--- src/rtl/dffram_pkg.sv ---
// Shared widths, default depth and helpers for the two-port DFF-RAM arbiter.
package dffram_pkg;

    localparam int ADDRWIDTH     = 5;
    localparam int WORDWIDTH     = 8;
    localparam int DEFAULT_DEPTH = 28;

    typedef logic [ADDRWIDTH-1:0] addr_t;
    typedef logic [WORDWIDTH-1:0] word_t;

    typedef enum logic {
        GNT_REQ0 = 1'b0,
        GNT_REQ1 = 1'b1
    } req_idx_e;

    function automatic logic addr_oor(input addr_t addr, input int depth);
        return (int'(addr) >= depth);
    endfunction

endpackage

--- src/rtl/dffram_rr_arb.sv ---
// Two-way write-port arbiter holding last_grant.
// DFFRAM_ARB_ROUND_ROBIN_EN selects round-robin conflict resolution; default is fixed priority to requester 0.
module dffram_rr_arb
    import dffram_pkg::*;
(
    input  logic clk,
    input  logic rst,
    input  logic wreq0_i,
    input  logic wreq1_i,
    output logic gnt0_o,
    output logic gnt1_o
);

    req_idx_e last_grant_q;
    req_idx_e last_grant_d;

    always_comb begin
        gnt0_o = 1'b0;
        gnt1_o = 1'b0;
        if (wreq0_i && wreq1_i) begin
`ifdef DFFRAM_ARB_ROUND_ROBIN_EN
            if (last_grant_q == GNT_REQ1) begin
                gnt0_o = 1'b1;
            end else begin
                gnt1_o = 1'b1;
            end
`else
            gnt0_o = 1'b1;
`endif
        end else begin
            gnt0_o = wreq0_i;
            gnt1_o = wreq1_i;
        end
    end

    always_comb begin
        last_grant_d = last_grant_q;
        if (gnt1_o) begin
            last_grant_d = GNT_REQ1;
        end else if (gnt0_o) begin
            last_grant_d = GNT_REQ0;
        end
    end

    // Reset to requester 1 so requester 0 wins the first conflict.
    always_ff @(posedge clk or posedge rst) begin
        if (rst) begin
            last_grant_q <= GNT_REQ1;
        end else begin
            last_grant_q <= last_grant_d;
        end
    end

endmodule

--- src/rtl/dffram_port_arb.sv ---
// Two-requester front end for a DFF RAM: dedicated async read ports, one shared write port.
// Build with DFFRAM_ARB_ROUND_ROBIN_EN for round-robin write conflicts (see dffram_rr_arb).
module dffram_port_arb
    import dffram_pkg::*;
#(
    parameter int DEPTH = DEFAULT_DEPTH
) (
    input  logic                 clk,
    input  logic                 rst,

    input  logic                 req0_valid,
    input  logic                 req0_we,
    input  logic [ADDRWIDTH-1:0] req0_addr,
    input  logic [WORDWIDTH-1:0] req0_wdata,
    output logic                 req0_ready,

    input  logic                 req1_valid,
    input  logic                 req1_we,
    input  logic [ADDRWIDTH-1:0] req1_addr,
    input  logic [WORDWIDTH-1:0] req1_wdata,
    output logic                 req1_ready,

    output logic                 rsp0_valid,
    output logic [WORDWIDTH-1:0] rsp0_rdata,
    output logic                 rsp0_err,

    output logic                 rsp1_valid,
    output logic [WORDWIDTH-1:0] rsp1_rdata,
    output logic                 rsp1_err,

    output logic [ADDRWIDTH-1:0] ram_raddr_a,
    output logic [ADDRWIDTH-1:0] ram_raddr_b,
    input  logic [WORDWIDTH-1:0] ram_rdata_a,
    input  logic [WORDWIDTH-1:0] ram_rdata_b,

    output logic [ADDRWIDTH-1:0] ram_waddr,
    output logic [WORDWIDTH-1:0] ram_wdata,
    output logic                 ram_we
);

    logic oor0, oor1;
    logic rd0, rd1;
    logic wr0, wr1;
    logic drop0, drop1;
    logic gnt0, gnt1;

    addr_t raddr_a_q, raddr_a_d;
    addr_t raddr_b_q, raddr_b_d;
    logic  rsp0_valid_q, rsp0_valid_d;
    logic  rsp1_valid_q, rsp1_valid_d;
    word_t rsp0_rdata_q, rsp0_rdata_d;
    word_t rsp1_rdata_q, rsp1_rdata_d;
    logic  rsp0_err_q, rsp0_err_d;
    logic  rsp1_err_q, rsp1_err_d;

    assign oor0  = addr_oor(req0_addr, DEPTH);
    assign oor1  = addr_oor(req1_addr, DEPTH);
    assign rd0   = req0_valid & ~req0_we;
    assign rd1   = req1_valid & ~req1_we;
    // Out-of-range writes never compete for the port; they are accepted and dropped.
    assign wr0   = req0_valid & req0_we & ~oor0;
    assign wr1   = req1_valid & req1_we & ~oor1;
    assign drop0 = req0_valid & req0_we & oor0;
    assign drop1 = req1_valid & req1_we & oor1;

    dffram_rr_arb u_arb (
        .clk     (clk),
        .rst     (rst),
        .wreq0_i (wr0),
        .wreq1_i (wr1),
        .gnt0_o  (gnt0),
        .gnt1_o  (gnt1)
    );

    assign req0_ready = rd0 | drop0 | gnt0;
    assign req1_ready = rd1 | drop1 | gnt1;

    assign ram_we    = ~rst & (gnt0 | gnt1);
    assign ram_waddr = gnt1 ? req1_addr  : req0_addr;
    assign ram_wdata = gnt1 ? req1_wdata : req0_wdata;

    always_comb begin
        raddr_a_d    = rd0 ? req0_addr : raddr_a_q;
        raddr_b_d    = rd1 ? req1_addr : raddr_b_q;

        rsp0_valid_d = rd0;
        rsp1_valid_d = rd1;
        rsp0_err_d   = rd0 & oor0;
        rsp1_err_d   = rd1 & oor1;

        rsp0_rdata_d = rsp0_rdata_q;
        rsp1_rdata_d = rsp1_rdata_q;
        if (rd0) begin
            rsp0_rdata_d = oor0 ? '0 : ram_rdata_a;
        end
        if (rd1) begin
            rsp1_rdata_d = oor1 ? '0 : ram_rdata_b;
        end
    end

    // Read addresses are combinational during a read so the async RAM data is ready at the edge.
    assign ram_raddr_a = rst ? '0 : raddr_a_d;
    assign ram_raddr_b = rst ? '0 : raddr_b_d;

    always_ff @(posedge clk or posedge rst) begin
        if (rst) begin
            raddr_a_q    <= '0;
            raddr_b_q    <= '0;
            rsp0_valid_q <= 1'b0;
            rsp1_valid_q <= 1'b0;
            rsp0_rdata_q <= '0;
            rsp1_rdata_q <= '0;
            rsp0_err_q   <= 1'b0;
            rsp1_err_q   <= 1'b0;
        end else begin
            raddr_a_q    <= raddr_a_d;
            raddr_b_q    <= raddr_b_d;
            rsp0_valid_q <= rsp0_valid_d;
            rsp1_valid_q <= rsp1_valid_d;
            rsp0_rdata_q <= rsp0_rdata_d;
            rsp1_rdata_q <= rsp1_rdata_d;
            rsp0_err_q   <= rsp0_err_d;
            rsp1_err_q   <= rsp1_err_d;
        end
    end

    assign rsp0_valid = rsp0_valid_q;
    assign rsp1_valid = rsp1_valid_q;
    assign rsp0_rdata = rsp0_rdata_q;
    assign rsp1_rdata = rsp1_rdata_q;
    assign rsp0_err   = rsp0_err_q;
    assign rsp1_err   = rsp1_err_q;

endmodule
--- config.mk ---
export PLATFORM = sky130hd
export DESIGN_NAME = dffram_port_arb
export DESIGN_NICKNAME = d
export VERILOG_FILES = /design/src/rtl/dffram_pkg.sv /design/src/rtl/dffram_rr_arb.sv /design/src/rtl/dffram_port_arb.sv
export SDC_FILE = /design/constraint.sdc
export NUM_CORES = 1
export LEC_CHECK = 0
export CAP_MARGIN = 10
export CORE_ASPECT_RATIO = 2
export CORE_MARGIN = 4
export CORE_UTILIZATION = 38
export CTS_CLUSTER_DIAMETER = 100
export CTS_CLUSTER_SIZE = 10
export DETAILED_ROUTE_END_ITERATION = 6
export GPL_TIMING_DRIVEN = 0
export PLACE_DENSITY = 0.93
export SLEW_MARGIN = 20
export SYNTH_ARGS = -nofsm -noshare
export SYNTH_HDL_FRONTEND = slang
export SYNTH_HIERARCHICAL = 1
export SYNTH_SLANG_ARGS = --single-unit
export TNS_END_PERCENT = 50
--- constraint.sdc ---
create_clock -name clk -period 5 [get_ports clk]
set_input_delay 0.75 -clock clk [delete_from_list [all_inputs] [get_ports clk]]
set_output_delay 0.75 -clock clk [all_outputs]
set_load 0.1 [all_outputs]
==> parameters.txt <==
Parameter                              Value

Global routing
  First-pass GRT wire length    6.741 mm
  M2 GR Usage    0.3793
  Vias in the first global route    1376
  Met3 GRT Util    0.05213
  Maximum number of pins on one net before global-route repair    21
  Top Usage Layer GRT    met2
  Antenna violations before repair    0
  Global-route usage over all layers    0.1941
  Global route overflow    0
  Global routing met1 resource utilization    0.1628

Placed design
  Routability congestion estimate    0.7987
  Buffers added on ports    93
  Placed wire-length estimate    3.684 mm
  Setup WS pre-CTS    0.6599 ns

Routing
  DR vias    1265
  TritonRoute pass-1 iters    4
  Remaining antenna violation count    0
  Post-detailed-route via-to-cell ratio    4.884
  Final routed DRC violation total    0
  Post-DR wirelength/cell    16.92 um
  Iteration-0 DRC Markers    10
  Total wirelength of the detailed-routed design    4.381 mm

Finish
  Fill count    288
  Area delta synth->final    76.86%
  Final-stage net count    258
  Proportion of layout cells with a drive suffix above 1    0.1905
  Antenna diode instance count    0

STA
  Summed negative setup slack over all endpoints    0 ns
  Clock period minus worst slack    4.310 ns
  # setup viols final    0
  Count of pins over their slew limit    0
  F_max    232.0 MHz
  Final hold violation count    0
  Portion of the clock cycle consumed by the worst path in the final layout    0.8620
  Setup repair after global routing missed its margin    false
  Slew headroom    0.3283
  Final WS setup    0.6900 ns
  Slew of the pin with the lowest slew margin    1.004 ns
  Clk_skew    0 ns

Hold path
  Capture endpoint of the worst hold path    raddr_b_q[1]$_DFF_PP0_
  Hold Startpoint    raddr_b_q[1]$_DFF_PP0_
  Worst Hold Class    reg2reg
  Number of cells on the worst hold path    1

Clocking
  Total clock buffers created by CTS    5
  Count of hold-fix buffers inserted at cts    0
  Count of buffers added by post-CTS timing repair for setup    0
  Insertion delay of the later-clocked pin in the worst-skew pair    0.27 ns
  Root cell of the clock tree    sky130_fd_sc_hd__clkbuf_8
  Sinks on Clock Net    30
  Clock transition at the registers of the reported paths    0.06 ns
  H-Tree Depth    2
  Buffers from clock root to sink, at most    2
  TritonCTS clock tree    built
  Post-CTS sizing    0

Setup path
  Worst path arrival time    3.56 ns
  Crit path required time    4.25 ns
  Max FO, Critical Path    10
  Number of cells traversed by the worst register-to-register path    1
  Flop2flop setup slack    4.24 ns
  Cells along the critical path    clkdlybuf4s50_1 -> nand3_1 -> and3_1 -> nor2b_1 -> buf_2 -> buf_2 -> nor2_1 -> nor2_1 -> clkdlybuf4s50_1
  Highest-delay cell along the critical path    sky130_fd_sc_hd__clkdlybuf4s50_1
  Number of buffers and inverters on the critical path    4
  Crit-path max cell delay    1.16 ns
  Largest delay share family, worst path    buffers and inverters
  Startpoint of the lowest-slack register-to-register path    raddr_b_q[4]$_DFF_PP0_
  CP Capture Type    output pin
  Critical path class    in2out
  Startpoint types    input port
  Reg2reg end    raddr_b_q[4]$_DFF_PP0_

Floorplanning
  Die area    0.004861 mm^2
  Horiz. Die Dim    51.34 um
  Die Y-Extent    94.68 um
  Number of primary I/O pins    94
  Number of placement rows    31
  Starting density of the core    0.3958
  Core area    0.003607 mm^2

Power
  Standby leakage power    1.130 nW
  Max rail drop VDD    223.0 uV
  Pwr dens    369.9 mW/mm^2
  Total Power    0.0009339 W

Job
  Number of max-cap violations    0

Yosys
  Primary flip-flop cell chosen by synthesis mapping    sky130_fd_sc_hd__dfrtp_1
  Synth Net Count    157
  Post-Synthesis Cells    109
  Count of synthesis-stage warnings from yosys    6
  Fraction of synthesized cell area taken by the top area cell type    0.5259
  Distinct cells, synth    16
  Proportion of register bits with asynchronous set or reset after synthesis    1.000
  Mean post-synth cell area    13.10 um^2
  Number of synthesized register bits    30
  Most common cell in the synthesized netlist    sky130_fd_sc_hd__dfrtp_1
  Count of flip-flops with a built-in enable after synthesis    0
  Post-Syn Area    0.001428 mm^2
  Cell taking the most area after synthesis    sky130_fd_sc_hd__dfrtp_1
  Top cells by instance count after synthesis    30 x sky130_fd_sc_hd__dfrtp_1, 16 x sky130_fd_sc_hd__a22o_1, 13 x sky130_fd_sc_hd__mux2_2, 10 x sky130_fd_sc_hd__and2_1, 10 x sky130_fd_sc_hd__mux2_4
  Share of the yosys chip area belonging to registers    0.5259
  Area contributors post-synth    sky130_fd_sc_hd__dfrtp_1 53%, sky130_fd_sc_hd__mux2_4 11%, sky130_fd_sc_hd__mux2_2 10%

Run status
  Run status    finished clean
-- placed cells by master, fill, tap and decap left out, drive strengths merged --
cell type | netlist | routed
and2 | 10 | 10
nor2 | 4 | 4
nand2 | 2 | 2
and3 | 2 | 2
a21o | 2 | 2
mux2 | 23 | 23
inv | 3 | 3
a22o | 16 | 16
nand3 | 2 | 2
clkbuf | 2 | 9
clkdlybuf4s50 | 0 | 93
nand2b | 2 | 2
nor2b | 3 | 3
dfrtp | 30 | 30
buf | 8 | 9
-- kinds of logic (layout without fill, tap and decap cells) --
group | count (synthesis) | count (layout) | share of synthesized area
simple gates | 25 | 25 | 0.1078
compound gates | 18 | 18 | 0.1087
mux | 23 | 23 | 0.2077
buf+inv | 13 | 114 | 0.04996
flops | 30 | 30 | 0.5259
-- how the worst max path moves through the flow --
stage	from	to	slack [ns]	cells after the start
global route	req0_addr[4]	ram_we	0.53	9
CTS	req0_addr[4]	ram_wdata[6]	0.65	8
detailed placement	req0_addr[4]	ram_wdata[6]	0.66	8
global placement	rst	ram_raddr_a[2]	0.22	5
finish	req0_addr[4]	ram_we	0.69	9
floorplan	req0_addr[4]	ram_we	1.42	7
-- flip-flops by register name, indices dropped and copies added (netlist names) --
| name | flops |
|---|---|
| raddr_a_q | 5 |
| raddr_b_q | 5 |
| rsp0_err | 1 |
| rsp0_rdata | 8 |
| rsp0_valid | 1 |
| rsp1_err | 1 |
| rsp1_rdata | 8 |
| rsp1_valid | 1 |
-- metrics by stage --
step	util	hold WS [ns]	cell area, um^2	instances
2_1_floorplan	-	0.4638	1428	109
3_3_place_gp	0.6708	0.4720	2420	251
4_1_cts	0.7000	0.4945	2525	259
3_5_place_dp	0.6788	0.4791	2449	252
6_report	0.7000	0.4938	2525	259
5_1_grt	0.7000	0.5059	2525	259
-- where the power goes --
| group | internal [W] | leakage [nW] | switching, W |
|---|---|---|---|
| clock | 0.0000956 | 0.0383 | 0.0000821 |
| sequential | 0.000272 | 0.371 | 0.0000139 |
| combinational | 0.000141 | 0.720 | 0.000329 |
| total | 0.000509 | 1.13 | 0.000425 |
-- area by class of cell --
cell class / instances / area [um^2] / area share
repair buffers: 94 / 958.4 / 0.3796
multi-input cells: 66 / 605.6 / 0.2398
well taps: 49 / 61.31 / 0.02428
inverters: 3 / 11.26 / 0.004460
flip-flops and latches: 30 / 750.7 / 0.2973
clock buffers: 7 / 76.32 / 0.03023
plain buffers: 10 / 61.31 / 0.02428
-- per-layer routing --
metal	part of all wire	vias to the layer above
met5	0	-
met4	0.046	0
met1	0.30	606
met3	0.061	11
met2	0.59	66
li1	-	582
Note: power is estimated with default switching activity, not from simulation.
